**src/rtl/virq_request_unit.sv**
```systemverilog
// virq_request_unit
// Front end of the vectored interrupt controller. Synchronises 16 raw
// interrupt lines, applies per-source edge or level detection, latches
// edge-mode events in a pending register and presents the request vector
// (gated by ENABLE and, optionally, the in-service mask) to the arbiter.
//
// Build option: define VIRQ_INSERVICE_MASK_EN to add the in-service register
// (set by ack, cleared by EOI). Without it the in-service mask is constant 0
// and the EOI port is ignored.
//
// Config map (cfg_addr): 0=ENABLE, 1=EDGE_MODE, 2=PENDING (read status /
// write-1-to-clear), 3=SW_TRIG (write-1-to-set, reads 0).

module virq_request_unit #(
  parameter int NUM_SRC     = 16,  // arbiter is fixed at 16 sources
  parameter int SYNC_STAGES = 2    // at least 2
) (
  input  logic               clk,
  input  logic               rst,
  input  logic [NUM_SRC-1:0] irq_src,
  input  logic               cfg_we,
  input  logic [1:0]         cfg_addr,
  input  logic [NUM_SRC-1:0] cfg_wdata,
  output logic [NUM_SRC-1:0] cfg_rdata,
  input  logic               ack_valid,
  input  logic [3:0]         ack_num,
  input  logic               eoi_valid,
  input  logic [3:0]         eoi_num,
  output logic [NUM_SRC-1:0] vIRQRequest
);

  localparam logic [1:0] ADDR_ENABLE    = 2'd0;
  localparam logic [1:0] ADDR_EDGE_MODE = 2'd1;
  localparam logic [1:0] ADDR_PENDING   = 2'd2;
  localparam logic [1:0] ADDR_SW_TRIG   = 2'd3;

  // Synchroniser chain: stage 0 samples the raw line, the top stage is s.
  logic [SYNC_STAGES-1:0][NUM_SRC-1:0] sync_reg;
  logic [NUM_SRC-1:0] s;
  logic [NUM_SRC-1:0] prev_reg;
  logic [NUM_SRC-1:0] edge_det;

  logic [NUM_SRC-1:0] enable_reg;
  logic [NUM_SRC-1:0] enable_next;
  logic [NUM_SRC-1:0] edge_mode_reg;
  logic [NUM_SRC-1:0] edge_mode_next;
  logic [NUM_SRC-1:0] pend_reg;
  logic [NUM_SRC-1:0] pend_next;
  logic [NUM_SRC-1:0] insvc;

  logic [NUM_SRC-1:0] ack_mask;
  logic [NUM_SRC-1:0] status;
  logic               wr_enable;
  logic               wr_edge_mode;
  logic               wr_pending;
  logic               wr_sw_trig;

  // Shift the raw lines through the synchroniser; reset clears every stage
  // so a line held high through reset yields exactly one rising edge later.
  always_ff @(posedge clk or posedge rst) begin
    if (rst) begin
      sync_reg <= '0;
    end else begin
      sync_reg <= {sync_reg[SYNC_STAGES-2:0], irq_src};
    end
  end

  assign s        = sync_reg[SYNC_STAGES-1];
  assign edge_det = s & ~prev_reg;

  // Config write decodes and the one-hot ack vector.
  assign wr_enable    = cfg_we && (cfg_addr == ADDR_ENABLE);
  assign wr_edge_mode = cfg_we && (cfg_addr == ADDR_EDGE_MODE);
  assign wr_pending   = cfg_we && (cfg_addr == ADDR_PENDING);
  assign wr_sw_trig   = cfg_we && (cfg_addr == ADDR_SW_TRIG);
  assign ack_mask     = ack_valid ? (NUM_SRC'(1) << ack_num) : '0;

  assign enable_next    = wr_enable    ? cfg_wdata : enable_reg;
  assign edge_mode_next = wr_edge_mode ? cfg_wdata : edge_mode_reg;

  // Per-source pending logic. Set beats clear so a fresh edge is never lost.
  // A bit only lives while the source is in edge mode both now and after
  // this cycle: an edge->level switch drops it, and a level->edge switch
  // starts from 0 (prev already tracks s, so no false edge follows).
  for (genvar gi = 0; gi < NUM_SRC; gi++) begin : g_pend
    logic pend_set;
    logic pend_clr;

    assign pend_set = edge_det[gi] | (wr_sw_trig & cfg_wdata[gi]);
    assign pend_clr = (wr_pending & cfg_wdata[gi]) | ack_mask[gi];
    assign pend_next[gi] = edge_mode_reg[gi] & edge_mode_next[gi] &
                           (pend_set | (pend_reg[gi] & ~pend_clr));
  end

  // Main state: previous synchronised level, config registers and pending.
  always_ff @(posedge clk or posedge rst) begin
    if (rst) begin
      prev_reg      <= '0;
      enable_reg    <= '0;
      edge_mode_reg <= '0;
      pend_reg      <= '0;
    end else begin
      prev_reg      <= s;
      enable_reg    <= enable_next;
      edge_mode_reg <= edge_mode_next;
      pend_reg      <= pend_next;
    end
  end

`ifdef VIRQ_INSERVICE_MASK_EN
  logic [NUM_SRC-1:0] insvc_reg;
  logic [NUM_SRC-1:0] insvc_next;
  logic [NUM_SRC-1:0] eoi_mask;

  assign eoi_mask = eoi_valid ? (NUM_SRC'(1) << eoi_num) : '0;

  // EOI is applied first and ack last, so an ack and EOI to the same source
  // in one cycle leave it in service. EOI on a clear bit is a no-op.
  always_comb begin
    insvc_next = insvc_reg;
    insvc_next = insvc_next & ~eoi_mask;
    insvc_next = insvc_next | ack_mask;
  end

  // In-service register.
  always_ff @(posedge clk or posedge rst) begin
    if (rst) begin
      insvc_reg <= '0;
    end else begin
      insvc_reg <= insvc_next;
    end
  end

  assign insvc = insvc_reg;
`else
  // No in-service tracking: EOI is accepted and ignored.
  logic unused_eoi;
  assign unused_eoi = ^{eoi_valid, eoi_num};
  assign insvc      = '0;
`endif

  // Raw per-source status: latched pending for edge sources, live
  // synchronised level for level sources (pend is always 0 for those).
  assign status = (edge_mode_reg & pend_reg) | (~edge_mode_reg & s);

  // Request vector straight from registers, no extra pipeline stage.
  assign vIRQRequest = status & enable_reg & ~insvc;

  // Combinational readback of the addressed register.
  always_comb begin
    cfg_rdata = '0;
    case (cfg_addr)
      ADDR_ENABLE:    cfg_rdata = enable_reg;
      ADDR_EDGE_MODE: cfg_rdata = edge_mode_reg;
      ADDR_PENDING:   cfg_rdata = status;
      default:        cfg_rdata = '0;
    endcase
  end

endmodule

```
**config.mk**
```make
export PLATFORM = sky130hd
export DESIGN_NAME = virq_request_unit
export DESIGN_NICKNAME = d
export VERILOG_FILES = /design/src/rtl/virq_request_unit.sv
export SDC_FILE = /design/constraint.sdc
export NUM_CORES = 1
export LEC_CHECK = 0
export CAP_MARGIN = 20
export CORE_MARGIN = 8
export CORE_UTILIZATION = 25
export DETAILED_ROUTE_END_ITERATION = 8
export PLACE_DENSITY = 0.55
export SLEW_MARGIN = 20
export SYNTH_ARGS = -nofsm -noshare
export SYNTH_HDL_FRONTEND = slang
export SYNTH_SLANG_ARGS = --single-unit
```
**constraint.sdc**
```tcl
create_clock -name clk -period 3.34 [get_ports clk]
set_input_delay 0.501 -clock clk [delete_from_list [all_inputs] [get_ports clk]]
set_output_delay 0.501 -clock clk [all_outputs]
set_load 0.01 [all_outputs]
```
* Yosys cells after proc, flatten, opt, wreduce, memory -nomap -nowiden
Cells that the tools add are included.
Storage, ports and cells: register bits after elaboration 96, output and inout port bits 32, word-level logic and storage cells 169
Operators by class: reductions and logical operators 5, bitwise gates (word level) 151, shifts and indexed selects 1, eq/ne operators 3, muxes and demuxes 3
Operators with widths (number):
- bitwise AND 1 bit | 80
- bitwise AND 16 bit | 4
- bitwise OR 1 bit | 48
- case mux 16 bit (3 select lines) | 1
- two-way mux 16 bit | 2
- NOT 16 bit | 2
- NOT 1 bit | 16
- bitwise OR 16 bit | 1
- << shifter 1 x 4 -> 16 bit, first input constant | 1
- equality test 2 bit, second input constant | 2
- logical AND 1 bit | 4
- equality test 2 x 1 -> 1 bit, second input constant | 1
- zero test 2 bit | 1

* Longest topological paths before layout
Gate-level depths: netlist (run 1).
word-level depth 8, mapped depth 6, gate-level depth less buffers 3

* Worst setup path after synthesis (run 1)
OpenSTA, ideal clock, no wires.
path type in2out, from input cfg_addr[0], to output cfg_rdata[10], data required time 2.839 ns, buffers on the path 3, path slack 1.478 ns, arrival time 1.361 ns, stages on the path 5, path through buf_2 nor2b_1 clkbuf_1 buf_2 a21o_1
Between the ends: word-level cells in the longest chain between the ends 2
RTL lines:
- start, declared | RTL line 22 | input logic [1:0] cfg_addr,
- equality test 2 bit, or another cell as far along | RTL line 152 | case (cfg_addr)
- case mux 16 bit (3 select lines) (*) | RTL line 152
- end, declared | RTL line 24 | output logic [NUM_SRC-1:0] cfg_rdata,
Mark *: on every way between the ends. The rest lies on a longest branch, timed or not.

* Worst setup path after layout (run 1)
from input cfg_addr[1], to output cfg_rdata[2]
The elaborated chain is that of the path after synthesis.

==> metrics.md, run 1 <==
| Metric | Value |
|---|---|
| Status | finished clean |
| Drt drc | 0 |
| Largest net degree at the start of global routing | 61 |
| Post-Syn Area per Cell | 11.6 um^2 |
| Initial Utilization | 0.256 |
| Grt ovf | 0 |
| Power per cell area | 557 nW/um^2 |
| Cell leakage power | 2.28 nW |
| Relative slew slack | 0.582 |
| NumNets Final | 471 |
| Depth of the CTS H-tree | 3 |
| Vias post-DR | 2878 |
| Dpl hpwl | 7540 um |
| Worst setup SP type | input pin |
| Clock Tree Root | clkbuf_16 |
| Post-cts sizing count | 0 |
| Cts bufs inserted | 9 |
| Core Area | 15900 um^2 |
| First drt pass iteration count | 4 |
| Average via count per standard cell | ~4.5 |
| #FFs+latches synth | 96 |
| Placed cell count | 629 |
| Hold Crit Depth | 0 |
| Setup-failing EPs final | 0 |
| Final Hold Viols | 0 |
| CTS Buffer Depth | 2 |
| I/O pins | 79 |
| Sequential-to-total area share from yosys stat | 0.591 |
| Final TNS setup | 0 ps |
| Top cells by count, synth | 96 x dfrtp_1, 33 x nor2b_1, 32 x a21oi_1 |
| Max Clk Rate | 0.350 GHz |
| Number of DRC markers in iteration 0 | 164 |
| Post-synth EDFFs | 0 |
| Critical Path AT | 2360 ps |
| Worst Tran Pin Value | 625 ps |
| Fill cells | around 1.6k |
| Port Buffers | 73 |
| Clock sinks | 96 |
| Primary FF master, synth | dfrtp_1 |
| Die area | 20600 um^2 |
| Asr flop ratio synth | 1.00 |
| Unrepaired setup endpoints after global routing | no |
| Synth area leaders | dfrtp_1 59%, mux2_2 5.5%, nor2b_1 5.1%, a21oi_1 3.9%, mux2i_1 3.9% |
| Post-Syn Instances | 349 |
| CP Capture Type | primary output |
| Ys Warns | 0 |
| Clock Latency Late Sink | 330 ps |
| Fin cells | 644 |
| Hold Crit Class | register to register |
| Distinct cell type count after synthesis | 29 |
| Post-synth top area cell | dfrtp_1 |
| Die span in y | roughly 140 um |
| IR drop worst, VDD | 0.000260 V |
| Hold buffers post-CTS | 0 |
| Reg2reg end | pend_reg[5]$_DFF_PP0_ |
| Clock transition at path regs | 60 ps |
| Vias in the first global route | 3085 |
| Total GRT Usage | 0.109 |
| R2r setup slk | 2480 ps |
| Final Skew | 6.95 ps |
| Diode count | 0 |
| Required @ worst endpoint | 2840 ps |
| Gp weighted congestion | 0.725 |
| Worst reg2reg path depth | 3 |
| CTS tree | yes |
| Post-route minimum period | 2860 ps |
| Layout cells sized above 1 | 0.107 |
| Final Cycle Share | 0.856 |
| Final Max Tran Viols | 0 |
| Area Overhead vs Synth | 32.2% |
| Post-CTS Setup Bufs | 0 |
| Synth top area share | 0.591 |
| Max-Cap Viols | 0 |
| Setup Crit Path Kind | input pin to primary output |
| Mapped Area | between 4000 and 5000 um^2 |
| DIE WIDTH | between 100 and 150 um |
| Setup crit end | cfg_rdata[2] |
| Crit Path Max Fanout | 28 |
| Routed Antenna Nets | 0 |
| Syn_nets | 396 |
| Initial antenna violation count | 0 |
| First-pass GRT wire length | 16900 um |
| DR WL/cell | 16.4 um |
| Final wirelength | 10600 um |
| Crit path from | cfg_addr[1] |
| Worst r2r src | s[5]$_DFF_PP0_ |
| # rows | 46 |
| Count leader, synth | dfrtp_1 |
## metal layers
metal / vias up / global-route usage / routed length, um
met2: 57 / 0.185 / 5340
met3: 6 / 0.0342 / 538
met5: - / 0 / 0
met1: 1424 / 0.129 / 4630
met4: 0 / 0.0299 / 74
li1: 1391 / - / -
## per-stage QoR
step	util	total power, mW	instance area (um^2)	hold slack [ps]	worst slack (ps)
2_1_floorplan	-	1.66	4060	331	334
3_3_place_gp	0.318	1.90	5050	333	469
3_5_place_dp	0.318	1.92	5050	335	480
4_1_cts	0.338	3.04	5370	348	470
5_1_grt	0.338	3.14	5370	354	314
6_report	0.338	2.99	5370	347	480
## layout by cell type (no fill, tap or decap), types with 4 or more instances in the layout
cell and n:
a211oi_1 15, a21o_1 15, a21oi_1 32, buf_4 8
clkbuf_16 9, clkdlybuf4s50_1 73, dfrtp_1 96, inv_1 12
mux2_2 20, mux2i_1 16, nand2_1 13, nand4b_1 4
nor2_1 15, nor2b_1 33, o21ai_0 30, o221ai_1 12
o311ai_0 4
## worst min-delay path by stage
stage                      startpoint         endpoint  slack [ps]
6_report       sync_reg[11]$_DFF_PP0_  s[11]$_DFF_PP0_         350
5_1_grt         sync_reg[8]$_DFF_PP0_   s[8]$_DFF_PP0_         350
4_1_cts        sync_reg[11]$_DFF_PP0_  s[11]$_DFF_PP0_         350
3_5_place_dp   sync_reg[11]$_DFF_PP0_  s[11]$_DFF_PP0_         330
3_3_place_gp   sync_reg[13]$_DFF_PP0_  s[13]$_DFF_PP0_         330
2_1_floorplan   sync_reg[0]$_DFF_PP0_   s[0]$_DFF_PP0_         330
## layout make-up
| type | count | area [um^2] | share of cell area |
|---|---|---|---|
| sequential | 96 | 2400 | 0.447 |
| clock inverter | 3 | 65.1 | 0.0121 |
| multi-input combinational | 222 | 1520 | 0.282 |
| timing repair buffer | 82 | 811 | 0.151 |
| inverter | 13 | 51.3 | 0.00955 |
| tap | 216 | 270 | 0.0503 |
| clock buffer | 12 | 256 | 0.0478 |
## cells by family (layout without fill, tap and decap cells)
family	count (synthesis)	count (layout)	share of synthesized area
and+or+nand+nor	77	77	0.110
muxes	36	36	0.0948
DFF	96	96	0.591
AOI/OAI and AO/OA	109	109	0.168
buffers and inverters	31	110	0.0360
## worst max-delay path: stages
cell	delay (ps)
clkdlybuf4s50_1	520
buf_4	330
nor2_1	90
a211oi_1	210
a21o_1	140
clkdlybuf4s50_1	550
## report_power, final
group / internal, mW / leakage [nW] / switching (mW)
Sequential: 1.28 / 1.16 / 0.0862
Combinational: 0.286 / 0.957 / 0.235
Clock: 0.692 / 0.159 / 0.411
Total: 2.26 / 2.28 / 0.732
Power figures use the tool's default switching activity.
==> run 2, diff against run 1 <==
- CORE_UTILIZATION: 25 -> 51
- PLACE_DENSITY: 0.55 -> 0.9
- SLEW_MARGIN: 20 -> unset
==> run 2 against run 1 <==
  * Routed wire length decreased by 11%
  * Maximum frequency decreased by 0.86%
  * Die area decreased by 46%
==> metrics.md, run 2 (same netlist as run 1, synthesis figures left out) <==
| Metric | Value |
|---|---|
| Status | finished clean (unchanged) |
| Vias post-DR | 3019 (was 2878) |
| Final Cycle Share | 0.864 (was 0.856) |
| Critical Path AT | 2380 ps (was 2360 ps) |
| Initial antenna violation count | 0 (unchanged) |
| Clock sinks | 96 (unchanged) |
| Sw frac | 0.276 (was 0.245) |
| Crit Path Max Fanout | 16 (was 28) |
| Die area | 11100 um^2 (was 20600 um^2) |
| Cell leakage power | 2.19 nW (was 2.28 nW) |
| Clock Latency Late Sink | 360 ps (was 330 ps) |
| M2 GR Usage | 0.283 (was 0.185) |
| Critical Path Max Stage Delay | 660 ps (was 550 ps) |
| IR drop worst, VDD | 0.000279 V (was 0.000260 V) |
| Clock transition at path regs | 80 ps (was 60 ps) |
| Initial Utilization | 0.526 (was 0.256) |
| Hold buffers post-CTS | 0 (unchanged) |
| Post-cts sizing count | 0 (unchanged) |
| Comb pwr share | 0.201 (was 0.174) |
| Largest net degree at the start of global routing | 54 (was 61) |
| Drt drc | 0 (unchanged) |
| First drt pass iteration count | 5 (was 4) |
| Final Skew | 6.42 ps (was 6.95 ps) |
| CTS Buffer Depth | 2 (unchanged) |
| Total GRT Usage | 0.178 (was 0.109) |
| Average via count per standard cell | 5.72 (was 4.47) |
| Max-Cap Viols | 0 (unchanged) |
| Cts bufs inserted | 9 (unchanged) |
| Routed Antenna Nets | 0 (unchanged) |
| Required @ worst endpoint | 2840 ps (about the same) |
| Worst r2r src | s[12]$_DFF_PP0_ (was s[5]$_DFF_PP0_) |
| Final Hold Viols | 0 (unchanged) |
| Most common cell after layout, fill and taps aside | dfrtp_1 (unchanged) |
| Die span in y | 105 um (was 143 um) |
| DIE WIDTH | 105 um (was 143 um) |
| Sequential power share | 0.537 (was 0.458) |
| Setup-failing EPs final | 0 (unchanged) |
| Final TNS setup | 0 ps (unchanged) |
| Unrepaired setup endpoints after global routing | no (unchanged) |
| Internal power | 1.85 mW (was 2.26 mW) |
| Final wirelength | 9420 um (was 10600 um) |
| Setup Crit Path Kind | input pin to primary output (unchanged) |
| Clock power share | 0.263 (was 0.369) |
| NumNets Final | 469 (was 471) |
| Worst Tran Pin Value | 766 ps (was 625 ps) |
| I/O pins | 79 (unchanged) |
| Layout cells sized above 1 | 0.106 (was 0.107) |
| Max Clk Rate | 0.347 GHz (was 0.350 GHz) |
| Number of DRC markers in iteration 0 | 145 (was 164) |
| Relative slew slack | 0.489 (was 0.582) |
| CTS tree | yes (unchanged) |
| Crit path max-delay cell type | clkdlybuf4s50_1 (unchanged) |
| Final Max Tran Viols | 0 (unchanged) |
| Net Switching | 0.705 mW (was 0.732 mW) |
| Hold Crit Start | sync_reg[11]$_DFF_PP0_ (unchanged) |
| Vias in the first global route | 3201 (was 3085) |
| Power per cell area | 505 nW/um^2 (was 557 nW/um^2) |
| Hold Crit Class | register to register (unchanged) |
| Worst path bufs/invs | 3 (unchanged) |
| Post-route minimum period | 2880 ps (was 2860 ps) |
| Crit-path cells | clkdlybuf4s50_1 > nor2b_1 > buf_4 > o21ai_0 > o21ai_0 > clkdlybuf4s50_1 (was clkdlybuf4s50_1 > buf_4 > nor2_1 > a211oi_1 > a21o_1 > clkdlybuf4s50_1) |
| Grt ovf | 0 (unchanged) |
| Worst setup margin | 455 ps (was 480 ps) |
| Power, Total | 2.56 mW (was 2.99 mW) |
| Crit-path leading delay family | buffers and inverters (unchanged) |
| Worst setup SP type | input pin (unchanged) |
| DR WL/cell | 17.8 um (was 16.4 um) |
| CP Capture Type | primary output (unchanged) |
| Dpl hpwl | 6620 um (was 7540 um) |
| Diode count | 0 (unchanged) |
| # rows | 32 (was 46) |
| First-pass GRT wire length | 15900 um (was 16900 um) |
| Layer with the highest usage | met2 (unchanged) |
| Worst slack, placed | 461 ps (was 480 ps) |
| Gp weighted congestion | 0.806 (was 0.725) |
| Core Area | 7730 um^2 (was 15900 um^2) |
| Depth of the CTS H-tree | 3 (unchanged) |
| Commonest cells after routing, fill and taps aside | 96 x dfrtp_1, 73 x clkdlybuf4s50_1, 33 x nor2b_1, 32 x a21oi_1, 30 x o21ai_0 (unchanged) |
| M3 GR Usage | 0.0420 (was 0.0342) |
| Fin util | 0.655 (was 0.338) |
| Area Overhead vs Synth | 24.6% (was 32.2%) |
| GR Util met1 | 0.227 (was 0.129) |
| Port Buffers | 73 (unchanged) |
| Post-CTS Setup Bufs | 0 (unchanged) |
| Clock Tree Root | clkbuf_8 (was clkbuf_16) |
| Crit path from | cfg_addr[0] (was cfg_addr[1]) |
==> run 2: worst reg2reg max path: cells and delay by family (launching register included) <==
| family | cells | cell delay (ps) |
|---|---|---|
| AOI/OAI and AO/OA | 2 | 260 |
| DFF | 1 | 400 |
| and+or+nand+nor | 1 | 130 |
==> run 2: area by class of cell <==
cell class / count / area, um^2
inverter: 13 / 50.0
fill: 589 / 2670
sequential: 96 / 2400
multi-input combinational: 222 / 1520
tap: 102 / 128
timing repair buffer: 80 / 796
clock inverter: 5 / 33.8
clock buffer: 10 / 138
==> run 2: path summary, 6_finish.rpt <==
| path | to | slack, ps | cells past startpoint |
|---|---|---|---|
| worst max register to register | pend_reg[12]$_DFF_PP0_ | 2420 | 3 |
| max in group asynchronous | edge_mode_reg[1]$_DFF_PP0_ | 2060 | 3 |
| worst min register to register | s[11]$_DFF_PP0_ | 350 | 0 |
| worst max-delay path | cfg_rdata[11] | 460 | 6 |
| worst min-delay path | s[11]$_DFF_PP0_ | 350 | 0 |
| min in group asynchronous | sync_reg[12]$_DFF_PP0_ | 560 | 2 |
==> run 2: power groups by stage <==
stage | logic, mW | clock network (mW) | registers [mW]
3_3_place_gp | 0.499 | 0 | 1.38
5_1_grt | 0.566 | 0.734 | 1.39
6_report | 0.513 | 0.672 | 1.37
4_1_cts | 0.519 | 0.685 | 1.37
3_5_place_dp | 0.516 | 0 | 1.39
2_1_floorplan | 0.291 | 0 | 1.37
==> run 2: per-stage QoR <==
| step | std cells | hold slack (ps) | instance area (um^2) |
|---|---|---|---|
| 3_3_place_gp | 513 | 332 | 4890 |
| 3_5_place_dp | 513 | 335 | 4890 |
| 4_1_cts | 528 | 356 | 5060 |
| 2_1_floorplan | 349 | 331 | 4060 |
| 5_1_grt | 528 | 364 | 5060 |
| 6_report | 528 | 354 | 5060 |
==> run 2: layer usage <==
layer | vias to the layer above | routed length [um]
met3 | 17 | 728
met1 | 1515 | 3850
met2 | 104 | 4640
met5 | - | 0
li1 | 1383 | -
met4 | 0 | 202
